<file path="config.mk">
export PLATFORM = sky130hd
export DESIGN_NAME = mem_access_unit
export DESIGN_NICKNAME = d
export VERILOG_FILES = /design/src/rtl/mem_pkg.sv /design/src/rtl/mem_load_align.sv /design/src/rtl/mem_access_unit.sv
export SDC_FILE = /design/constraint.sdc
export NUM_CORES = 1
export LEC_CHECK = 0
export CAP_MARGIN = 20
export CORE_MARGIN = 2
export CORE_UTILIZATION = 46
export CTS_BUF_LIST = sky130_fd_sc_hd__clkbuf_8
export DETAILED_ROUTE_END_ITERATION = 6
export PLACE_DENSITY = 0.83
export SYNTH_ARGS = -nofsm -noshare
export SYNTH_HDL_FRONTEND = slang
export SYNTH_HIERARCHICAL = 1
export SYNTH_SLANG_ARGS = --single-unit
</file>
<file path="constraint.sdc">
create_clock -name iCLK -period 2.3 [get_ports iCLK]
set_input_delay 0.345 -clock iCLK [delete_from_list [all_inputs] [get_ports iCLK]]
set_output_delay 0.345 -clock iCLK [all_outputs]
set_load 0.02 [all_outputs]
</file>
<file path="src/rtl/mem_pkg.sv">
// Shared encodings and lane helpers for the load/store front-end.
package mem_pkg;

    localparam logic [1:0] SZ_BYTE = 2'b00;
    localparam logic [1:0] SZ_HALF = 2'b01;
    localparam logic [1:0] SZ_WORD = 2'b10;

    typedef enum logic [1:0] {
        ST_IDLE,
        ST_WRITE,
        ST_READ_WAIT,
        ST_FINISH
    } state_t;

    function automatic logic [3:0] byte_enable(input logic [1:0] size, input logic [1:0] lo);
        case (size)
            SZ_BYTE: return 4'b0001 << lo;
            SZ_HALF: return lo[1] ? 4'b1100 : 4'b0011;
            SZ_WORD: return 4'b1111;
            default: return 4'b0000;
        endcase
    endfunction

    // Size 11 is reserved and always rejected.
    function automatic logic is_misaligned(input logic [1:0] size, input logic [1:0] lo);
        case (size)
            SZ_BYTE: return 1'b0;
            SZ_HALF: return lo[0];
            SZ_WORD: return lo != 2'b00;
            default: return 1'b1;
        endcase
    endfunction

endpackage

</file>
<file path="src/rtl/mem_load_align.sv">
// Load lane select and sign/zero extension; purely combinational.
module mem_load_align
    import mem_pkg::*;
(
    input  logic [31:0] iRaw,
    input  logic [1:0]  iLo,
    input  logic [1:0]  iSize,
    input  logic        iUnsigned,
    output logic [31:0] oData
);

    logic [7:0]  byte_sel;
    logic [15:0] half_sel;

    always_comb begin
        byte_sel = iRaw[8*iLo +: 8];
        half_sel = iLo[1] ? iRaw[31:16] : iRaw[15:0];
        case (iSize)
            SZ_BYTE: oData = {{24{byte_sel[7] & ~iUnsigned}}, byte_sel};
            SZ_HALF: oData = {{16{half_sel[15] & ~iUnsigned}}, half_sel};
            default: oData = iRaw;
        endcase
    end

endmodule

</file>
<file path="src/rtl/mem_access_unit.sv">
// Load/store front-end: alignment check, bus strobes and lane steering, load return.
module mem_access_unit
    import mem_pkg::*;
#(
    parameter int RD_LAT = 1,
    parameter int ADDR_W = 32
) (
    input  logic              iCLK,
    input  logic              iRST,
    input  logic              iReq,
    input  logic              iWrite,
    input  logic [1:0]        iSize,
    input  logic              iUnsigned,
    input  logic [ADDR_W-1:0] iAddr,
    input  logic [31:0]       iWData,
    output logic              oReady,
    output logic              oDone,
    output logic [31:0]       oRData,
    output logic              oMisaligned,
    output logic [ADDR_W-1:0] oBadAddr,
    output logic [ADDR_W-1:0] oBusAddr,
    output logic              oBusRE,
    output logic              oBusWE,
    output logic [3:0]        oBusByteEn,
    output logic [31:0]       oBusWData,
    input  logic [31:0]       iBusRData
);

    localparam logic [1:0] LAT = 2'(RD_LAT);

    state_t            state_q, state_d;
    logic [1:0]        cnt_q, cnt_d;
    logic [1:0]        lo_q, lo_d;
    logic [1:0]        size_q, size_d;
    logic              uns_q, uns_d;
    logic              done_q, done_d;
    logic              mis_q, mis_d;
    logic [31:0]       rdata_q, rdata_d;
    logic [ADDR_W-1:0] bad_q, bad_d;
    logic [ADDR_W-1:0] bus_addr_q, bus_addr_d;
    logic              re_q, re_d;
    logic              we_q, we_d;
    logic [3:0]        ben_q, ben_d;
    logic [31:0]       wdata_q, wdata_d;
    logic [31:0]       load_ext;
    logic [31:0]       wdata_lane;

    mem_load_align u_align (
        .iRaw      (iBusRData),
        .iLo       (lo_q),
        .iSize     (size_q),
        .iUnsigned (uns_q),
        .oData     (load_ext)
    );

    always_comb begin
        case (iSize)
            SZ_BYTE: wdata_lane = {4{iWData[7:0]}};
            SZ_HALF: wdata_lane = {2{iWData[15:0]}};
            default: wdata_lane = iWData;
        endcase
    end

    always_comb begin
        state_d    = state_q;
        cnt_d      = cnt_q;
        lo_d       = lo_q;
        size_d     = size_q;
        uns_d      = uns_q;
        done_d     = 1'b0;
        mis_d      = 1'b0;
        rdata_d    = rdata_q;
        bad_d      = bad_q;
        bus_addr_d = bus_addr_q;
        re_d       = re_q;
        we_d       = we_q;
        ben_d      = ben_q;
        wdata_d    = wdata_q;
        case (state_q)
            ST_IDLE: begin
                cnt_d = 2'd0;
                if (iReq) begin
                    lo_d   = iAddr[1:0];
                    size_d = iSize;
                    uns_d  = iUnsigned;
                    if (is_misaligned(iSize, iAddr[1:0])) begin
                        state_d = ST_FINISH;
                        done_d  = 1'b1;
                        mis_d   = 1'b1;
                        bad_d   = iAddr;
                    end else begin
                        bus_addr_d = {iAddr[ADDR_W-1:2], 2'b00};
                        ben_d      = byte_enable(iSize, iAddr[1:0]);
                        if (iWrite) begin
                            we_d    = 1'b1;
                            wdata_d = wdata_lane;
                            state_d = ST_WRITE;
                        end else begin
                            re_d    = 1'b1;
                            state_d = ST_READ_WAIT;
                        end
                    end
                end
            end
            ST_WRITE: begin
                we_d    = 1'b0;
                ben_d   = 4'b0000;
                done_d  = 1'b1;
                state_d = ST_FINISH;
            end
            ST_READ_WAIT: begin
                // Strobe stays up through the capture cycle, then drops with done.
                if (cnt_q == LAT) begin
                    re_d    = 1'b0;
                    ben_d   = 4'b0000;
                    done_d  = 1'b1;
                    rdata_d = load_ext;
                    state_d = ST_FINISH;
                end else begin
                    cnt_d = cnt_q + 2'd1;
                end
            end
            default: state_d = ST_IDLE;
        endcase
    end

    always_ff @(posedge iCLK) begin
        if (iRST) begin
            state_q    <= ST_IDLE;
            cnt_q      <= '0;
            lo_q       <= '0;
            size_q     <= '0;
            uns_q      <= 1'b0;
            done_q     <= 1'b0;
            mis_q      <= 1'b0;
            rdata_q    <= '0;
            bad_q      <= '0;
            bus_addr_q <= '0;
            re_q       <= 1'b0;
            we_q       <= 1'b0;
            ben_q      <= '0;
            wdata_q    <= '0;
        end else begin
            state_q    <= state_d;
            cnt_q      <= cnt_d;
            lo_q       <= lo_d;
            size_q     <= size_d;
            uns_q      <= uns_d;
            done_q     <= done_d;
            mis_q      <= mis_d;
            rdata_q    <= rdata_d;
            bad_q      <= bad_d;
            bus_addr_q <= bus_addr_d;
            re_q       <= re_d;
            we_q       <= we_d;
            ben_q      <= ben_d;
            wdata_q    <= wdata_d;
        end
    end

    assign oReady      = (state_q == ST_IDLE);
    assign oDone       = done_q;
    assign oRData      = rdata_q;
    assign oMisaligned = mis_q;
    assign oBadAddr    = bad_q;
    assign oBusAddr    = bus_addr_q;
    assign oBusRE      = re_q;
    assign oBusWE      = we_q;
    assign oBusByteEn  = ben_q;
    assign oBusWData   = wdata_q;

endmodule

</file>
# Yosys cells after proc, flatten, opt, wreduce, memory -nomap -nowiden
# Index checks and enable logic that the tools add are counted.
# op_classes
n_addsub,1
eq_ne,12
shifts,2
muxes,32
bitwise_logic,5
n_reduce_logical,18
# ops
operator,n
case mux 32 bit (2 select lines),2
indexed part select 32 x 6 -> 8 bit,1
case mux 4 bit (3 select lines),2
two-way mux 16 bit,1
two-way mux 4 bit,4
two-way mux 1 bit,12
"!= test 2 bit, second input constant",6
AND reduction 4 bit,3
two-way mux 2 bit,5
"equality test 2 x 1 -> 1 bit, second input constant",4
AND reduction 2 bit,4
zero test 2 bit,3
case mux 1 bit (3 select lines),2
case mux 2 bit (3 select lines),1
AND reduction 3 bit,2
nonzero test 2 bit,3
AND reduction 5 bit,1
"equality test 2 bit, second input constant",2
case mux 1 bit (2 select lines),2
case mux 2 bit (2 select lines),1
"<< shifter 1 x 2 -> 4 bit, first input constant",1
NOT 1 bit,3
nonzero test 3 bit,1
"adder 2 x 1 -> 2 bit, second input constant",1
other kinds (2),3
# word_totals
register_bits,143
input_bits,103
out_inout_bits,137
wordCells,84

# Logic depth before layout (Yosys ltp)
# Gate-level depths: netlist of the first run.
# logic_depth
word_depth,7
ltp_mapped,8
ltp_nobuf,6

# By module
# Netlist of the first run, hierarchy kept.
# by_module_without_submodules
module,n_inst,cells_each,area_per_inst_um2,seq_area_each_um2
mem_access_unit,1,697,5572.8,2862.7
mem_load_align,1,132,698.2,0.0

# Least setup slack after synthesis of the first run
# No wires, ideal clock.
# synth_timing
path_type,reg2reg
start,reg state_q[0]
end,"reg wdata_q[10], in the netlist oBusWData[10]"
setup_ns,0.088
t_arrival_ns,1.795
t_required_ns,2.212
setup_slack_ns,0.417
stages_incl_launch_ff,8
path_buffers,1
synth_period_minus_slack_ns,1.883
path_cell_list,dfxtp_1 > inv_1 > ha_1 > nand2_1 > a211oi_4 > buf_4 > nor2_1 > a311oi_2
# synth_via
elab_chain_len,2
# synth_lines
item,line_no,rtl
from (decl),mem_access_unit.sv:31,"state_t state_q, state_d;"
from (signal assigned),mem_access_unit.sv:144,state_q <= state_d;
zero test 2 bit,n/a,
named net oReady,mem_access_unit.sv:16,"output logic oReady,"
AND reduction 4 bit (no line),n/a,
to (signal assigned),mem_access_unit.sv:157,wdata_q <= wdata_d;
to (decl),mem_access_unit.sv:44,"logic [31:0] wdata_q, wdata_d;"
# The timed path passes the listed nets, and every way through them passes these cells.
# A chain may end at the register's enable or synchronous reset.

# Worst setup path in the final report of the first run
# layout_timing
start,reg state_q[0]
end,out oReady
# layout_via
elab_chain_len,1
# layout_lines
item,line_no,rtl
zero test 2 bit,mem_access_unit.sv:161,assign oReady = (state_q == ST_IDLE);
to (decl),mem_access_unit.sv:16,
# No other way between the ends.

==> impl_results.md, run 1 <==
* Reg2reg end: oBusByteEn[3]$_SDFFE_PP0P_
* Synthesis Warnings at 6
* Clk pin slew, worst setup/hold paths at around 80 ps
* Worst Setup End Kind: primary output
* Cell count after synthesis at about 830
* Dpl cells at ~1,200
* # setup viols final at 0
* # H-tree levels at 4
* Vias/cell at around 5.2
* Initial antenna violation count at 0
* #FFs+latches synth at between 100 and 150
* Final routed DRC violation total at 0
* Peak Freq at roughly 500 MHz
* Crit path max fanout at 9
* Die area at roughly 15,000 um2
* CP max stage delay at 410 ps
* Routed wire length at 19.3 mm
* CTS tree: done
* Final Instance Count excl. Fillers at about 1,200
* Final Critical Period at approximately 2000 ps
* Largest net degree at the start of global routing at 64
* I/O pin cnt at between 200 and 250
* Clock tree sinks at ~140
* Clk buf depth at 2
* Commonest non-fill, non-tap cell in the layout: nand2_1
* Worst Skew at about 9.4 ps
* Cell chain of the critical path: inv_1 > ha_1 > dlygate4sd2_1
* Die Width at 121 um
* Overflow after GRT at 0
* All-Layer GR Usage at ~26%
* Post-synth cell types at 39
* DR vias at ~6,500
* Share of cells above drive strength 1 at between 7 and 8%
* Final hold vios at 0
* CP required at just under 2000 ps
* Vias in the first global route at between 5,000 and 6,000
* Syn Area/Cell at 7.56 um2
* CP arrival at about 1700 ps
* # hold bufs at CTS at 0
* Relative slew slack at approximately 53%
* Ys async rst share at 0%
* Netlist Area Pre-Place at approximately 6300 um2
* Crit. path cell count at 3
* DP Area at between 8000 and 9000 um2
* Clock Latency Late Sink at about 440 ps
* CP Launch Type: flop
* Ys flop type: dfxtp_1
* Clock tree root driver cell: clkbuf_8
* Detailed Place HPWL at roughly 14 mm
* Postcts setup bufs at 0
* Fin crit share at between 80% and 90%
* R2R depth at 6
* First DRT Iteration DRCs at 530
* Buf/Inv on CP at 2
* CP endpoint: oReady
* Post-route ant nets at 0
* Final Power at 7.80 mW
* Area delta synth->final at 48.2%
* CTS buffer count at 17
* Largest delay share family, worst path: buffers and inverters
* Most frequent cells in the layout: 319 x nand2_1, 235 x clkdlybuf4s50_1, 143 x dfxtp_1
* DR pass1 iterations at 7
* Fin nets at 1,158
* Finished Cell Area at a little over 9000 um2
* Worst Hold Class: input pin to flop
* Gp weighted congestion at 0.927
* First-pass GRT wire length at about 30 mm
* Chip height at roughly 120 um
* Unrepaired setup endpoints after global routing: false
* Register area share after synthesis at approximately 46%
* Critical Path Start: state_q[0]$_SDFFE_PP0P_
* Power per cell area at 839 nW/um2
* IO buf count at 237
* Leakage at between 3 and 4 nW
* Final Max Slew Viols at 0
* Setup slack, reg-to-reg at between 300 and 400 ps
* Outcome: completed
* TNS Setup at 0 ps
* Number of flops mapped to enable cells by yosys at 0
* DR WL/cell at between 15 and 20 um
* CORE AREA at roughly 13,000 um2
* Initial Utilization at between 40% and 50%
* Max-cap violations at 0
* Critical path class: flop to primary output
* Slowest CP cell: dlygate4sd2_1
* Worst slew pin tran at approximately 700 ps
* Peak supply drop at about 640 uV
* Worst r2r src: state_q[0]$_SDFFE_PP0P_
* # rows at between 40 and 50
* Antenna diode count at 0
## worst min path at each step
stage	startpoint	endpoint	slack [ps]	cells past startpoint
6_report	iRST	cnt_q[0]$_SDFFE_PP0P_	440	2
5_1_grt	iRST	cnt_q[0]$_SDFFE_PP0P_	440	2
4_1_cts	iRST	cnt_q[0]$_SDFFE_PP0P_	400	2
3_5_place_dp	oBadAddr[29]$_SDFFE_PP0P_	oBadAddr[29]$_SDFFE_PP0P_	450	2
3_3_place_gp	oBusAddr[7]$_SDFFE_PP0P_	oBusAddr[7]$_SDFFE_PP0P_	440	2
2_1_floorplan	size_q[0]$_SDFFE_PP0P_	size_q[0]$_SDFFE_PP0P_	430	2
## what timing repair did
item,in CTS,in global routing
hold endpoints to repair,0,0
gates resized for setup,1,0
setup endpoints to repair,1,0
## worst reg2reg max path, stage by stage, from the launching register on
cell and delay (ps):
dfxtp_1 360, inv_1 90, ha_1 350, inv_1 140, o21ai_0 350, or3_1 330, mux2i_1 240
## area by class of cell
cell class,count,area (um2)
repair buffers,265,2640
well taps,176,220
fillers,1108,4000
multi-input cells,615,3100
clock inverters,12,194
clock buffers,18,248
flip-flops and latches,143,2860
inverters,7,26.3
## synth_stat cells, types with 7 or more instances
cell        n  share of area (%)
nand2_1   319                 19
dfxtp_1   143                 46
a21oi_1   121                9.7
clkbuf_1   41                2.5
nor2_1     27                1.6
o21ai_0    27                2.2
mux2i_1    20                3.2
buf_2      14                1.1
nand2b_1   13                1.3
a211oi_1   12                1.4
a311oi_2    9                2.2
a221o_1     8                1.3
nor3_1      8               0.64
a22oi_1     7               0.84
inv_1       7               0.42
## flip-flops by register name, indices dropped and copies added, names as in the netlist
register     cells
uns_q            1
oBusWE           1
lo_q             2
oBusWData       32
state_q          2
oDone            1
oMisaligned      1
size_q           2
oBusByteEn       4
oBusRE           1
oBadAddr        32
oRData          32
cnt_q            2
oBusAddr        30
## layer usage
metal	vias to the layer above	GRT usage, %	part of all wire [%]
li1	3187	-	-
met1	3007	30.7	41
met2	231	42.8	48
met3	39	8.35	7.4
met4	0	10.9	2.7
met5	-	0	0
## logic make-up (layout without fill, tap and decap cells)
group | count (synthesis) | after routing | synth area share [%]
adders and majority gates | 6 | 6 | 1.20
other | 1 | 2 | 0.0598
and+or+nand+nor | 387 | 387 | 25.1
buffers and inverters | 72 | 302 | 5.13
DFF | 143 | 143 | 45.7
muxes | 21 | 21 | 3.55
AOI/OAI and AO/OA | 199 | 199 | 19.3
## where the power goes
group / leakage, nW / switching (mW) / internal [mW] / total [mW]
combinational: 1.99 / 1.45 / 1.14 / 2.59
clock: 0.226 / 0.960 / 1.30 / 2.26
sequential: 1.16 / 0.180 / 2.76 / 2.94
## metrics by stage
step | hold slack (ps) | worst slack, ps | util (%)
5_1_grt | 442 | 224 | 69.9
2_1_floorplan | 433 | 417 | -
3_5_place_dp | 445 | 109 | 66.6
4_1_cts | 404 | 292 | 69.9
3_3_place_gp | 441 | 152 | 66.6
6_report | 442 | 300 | 69.9
Power figures use the tool's default switching activity.
==> run 2, diff against run 1 <==
--- a/config.mk
+++ b/config.mk
@@ -8,7 +8,7 @@
 export CAP_MARGIN = 20
 export CORE_MARGIN = 2
 export CORE_UTILIZATION = 46
-export CTS_BUF_LIST = sky130_fd_sc_hd__clkbuf_8
+export CTS_BUF_LIST = sky130_fd_sc_hd__clkbuf_2 sky130_fd_sc_hd__clkbuf_4 sky130_fd_sc_hd__clkbuf_8
 export DETAILED_ROUTE_END_ITERATION = 6
 export PLACE_DENSITY = 0.83
 export SYNTH_ARGS = -nofsm -noshare
==> constraint.sdc (replaced) <==
create_clock -name iCLK -period 2.07 [get_ports iCLK]
set_input_delay 0.3105 -clock iCLK [delete_from_list [all_inputs] [get_ports iCLK]]
set_output_delay 0.3105 -clock iCLK [all_outputs]
set_load 0.02 [all_outputs]
==> impl_results.md, run 2 (synthesized netlist as in run 1, its figures left out) <==
* Worst Skew at 7.09 ps (was 9.35 ps)
* Peak supply drop at 696 uV (was 641 uV)
* Overflow after GRT at 0 (unchanged)
* Clock tree sinks at 143 (unchanged)
* Relative slew slack at 57.6% (was 53.3%)
* CTS tree: done (unchanged)
* Buf/Inv on CP at 2 (unchanged)
* Most frequent cells in the layout: 319 x nand2_1, 235 x clkdlybuf4s50_1, 143 x dfxtp_1 (unchanged)
* Int Pwr at 5.51 mW (was 5.20 mW)
* CP Launch Type: flop (unchanged)
* Dpl cells at 1,215 (was 1,206)
* DP Worst Slack at -134 ps (was 109 ps)
* Detailed Place HPWL at 13.7 mm (about the same)
* Switching part of the total at 34.4% (was 33.3%)
* Unrepaired setup endpoints after global routing: false (unchanged)
* Die area at 14,600 um2 (unchanged)
* CP arrival at 1560 ps (was 1650 ps)
* Met1 Wirelength at 8.12 mm (was 7.99 mm)
* Vias in the first global route at 5,974 (was 5,987)
* Clock Power Share at 26.4% (was 29.0%)
* Sequential cell area at 2860 um2 (unchanged)
* Post-layout util at 70.2% (was 69.9%)
* DR WL met3 at 1.34 mm (was 1.43 mm)
* DR vias at 6,394 (was 6,464)
* All-Layer GR Usage at 26.1% (was 25.8%)
* Final Power at 8.41 mW (was 7.80 mW)
* Worst Hold Class: input pin to flop (unchanged)
* Hold endpoint: cnt_q[0]$_SDFFE_PP0P_ (unchanged)
* Clk buf depth at 2 (unchanged)
* Area delta synth->final at 48.9% (was 48.2%)
* Final Critical Period at between 1500 and 2000 ps
* Routed wire length at 19.2 mm (was 19.3 mm)
* Setup slack, reg-to-reg at 220 ps (was 370 ps)
* Clock Latency Late Sink at 440 ps (about the same)
* Worst r2r src: state_q[0]$_SDFFE_PP0P_ (unchanged)
* Final hold vios at 0 (unchanged)
* Post-route ant nets at 0 (unchanged)
* Slowest CP cell: dlygate4sd2_1 (unchanged)
* DR pass1 iterations at 6 (was 7)
* Worst slew pin tran at 636 ps (was 701 ps)
* Min-delay src: iRST (unchanged)
* CORE AREA at 13,300 um2 (unchanged)
* Fin crit share at roughly nine tenths
* DR WL/cell at 15.4 um (was 15.6 um)
* DP Area at 8940 um2 (was 8860 um2)
* Outcome: completed (unchanged)
* Psw at 2.89 mW (was 2.59 mW)
* Largest net degree at the start of global routing at 72 (was 64)
* Final Max Slew Viols at 0 (unchanged)
* Fin nets at 1,167 (was 1,158)
* Initial antenna violation count at 0 (unchanged)
* Largest delay share family, worst path: buffers and inverters (unchanged)
* Fill count at 1,064 (was 1,108)
* # H-tree levels at 4 (unchanged)
* Vias/cell at 5.13 (was 5.23)
* Cell chain of the critical path: inv_1 > ha_2 > dlygate4sd2_1 (was inv_1 > ha_1 > dlygate4sd2_1)
* Final routed DRC violation total at 0 (unchanged)
* First-pass GRT wire length at 30.2 mm (was 29.7 mm)
* Final Instance Count excl. Fillers at 1,247 (was 1,236)
* Postcts setup bufs at 0 (unchanged)
* Share of cells above drive strength 1 at 8.50% (was 7.36%)
* Gp weighted congestion at 0.922 (was 0.927)
* Crit path max fanout at 9 (unchanged)
* CP required at 1760 ps (was 1960 ps)
* Comb pwr share at 34.8% (was 33.3%)
* Multi-input gate area at 3110 um2 (was 3100 um2)
* Worst Setup End Kind: primary output (unchanged)
* Seq pwr share at 38.8% (was 37.7%)
* Die Width at 121 um (unchanged)
* Clock tree root driver cell: clkbuf_8 (unchanged)
* I/O pin cnt at 240 (unchanged)
* Initial Utilization at 47.2% (unchanged)
* Highest Signal Layer: met4 (unchanged)
* Clk pin slew, worst setup/hold paths at 80 ps (about the same)
* Max-cap violations at 0 (unchanged)
* Met2 wire len at 9.19 mm (was 9.33 mm)
* Chip height at 121 um (unchanged)
* Peak Freq at around 540 MHz
* Finished Cell Area at 9340 um2 (was 9300 um2)
* First DRT Iteration DRCs at 497 (was 530)
* WHS Path Cells at 2 (unchanged)
* CP max stage delay at 400 ps (was 410 ps)
* Commonest non-fill, non-tap cell in the layout: nand2_1 (unchanged)
* R2R depth at 6 (unchanged)
* IO buf count at 237 (unchanged)
* PnR worst setup slack at 204 ps (was 300 ps)
* Fin Hold WS at 359 ps (was 442 ps)
* # rows at 42 (unchanged)
* CTS buffer count at 17 (unchanged)
* Critical path class: flop to primary output (unchanged)
* Antenna diode count at 0 (unchanged)
* TNS Setup at 0 ps (unchanged)
* # setup viols final at 0 (unchanged)
* Leakage at 3.39 nW (was 3.38 nW)
* Reg2reg end: oBusByteEn[0]$_SDFFE_PP0P_ (was oBusByteEn[3]$_SDFFE_PP0P_)
* Power per cell area at 900 nW/um2 (was 839 nW/um2)
==> run 2: power groups by stage <==
stage / sequential, mW / clock (mW) / combinational, mW
2_1_floorplan: 3.63 / 0 / 1.36
3_3_place_gp: 3.32 / 0 / 2.87
3_5_place_dp: 3.32 / 0 / 2.90
4_1_cts: 3.27 / 2.27 / 2.91
5_1_grt: 3.30 / 2.40 / 3.18
6_report: 3.26 / 2.22 / 2.92
==> run 2: area by class of cell <==
type | instances | share of cell area [%]
Inverter | 7 | 0.281
Tap cell | 176 | 2.36
Clock buffer | 20 | 2.81
Timing Repair Buffer | 274 | 29.1
Multi-Input combinational cell | 615 | 33.3
Sequential cell | 143 | 30.7
Clock inverter | 12 | 1.46
==> run 2: worst max-delay path by stage <==
| stage | depth (start not counted) | startpoint | slack (ps) | to |
|---|---|---|---|---|
| after floorplan | 7 | state_q[0]$_SDFFE_PP0P_ | 190 | oBusWData[10]$_SDFFE_PP0P_ |
| after global placement | 7 | iAddr[0] | -30 | oBusWData[7]$_SDFFE_PP0P_ |
| after detailed placement | 6 | iAddr[0] | -130 | oBusWData[11]$_SDFFE_PP0P_ |
| after CTS | 3 | state_q[0]$_SDFFE_PP0P_ | 120 | oReady |
| after global routing | 6 | state_q[0]$_SDFFE_PP0P_ | 90 | oBusByteEn[3]$_SDFFE_PP0P_ |
| final | 3 | state_q[0]$_SDFFE_PP0P_ | 200 | oReady |
==> run 2: repair_timing <==
action	in CTS	in global routing
resized for setup	1	1
setup endpoints to repair	1	2
hold buffers	0	0
==> run 2: worst reg2reg max path, stage by stage (launching register included) <==
cell and delay (ps):
dfxtp_1 410, inv_1 90, ha_1 260, nand2b_1 150, o21ai_0 190, or3_1 470, mux2i_1 160
==> run 2: layer usage <==
| metal | vias to the layer above | global-route usage (%) |
|---|---|---|
| li1 | 3197 | - |
| met1 | 2910 | 32.2 |
| met2 | 246 | 42.8 |
| met3 | 41 | 7.45 |
| met4 | 0 | 10.5 |
| met5 | - | 0 |
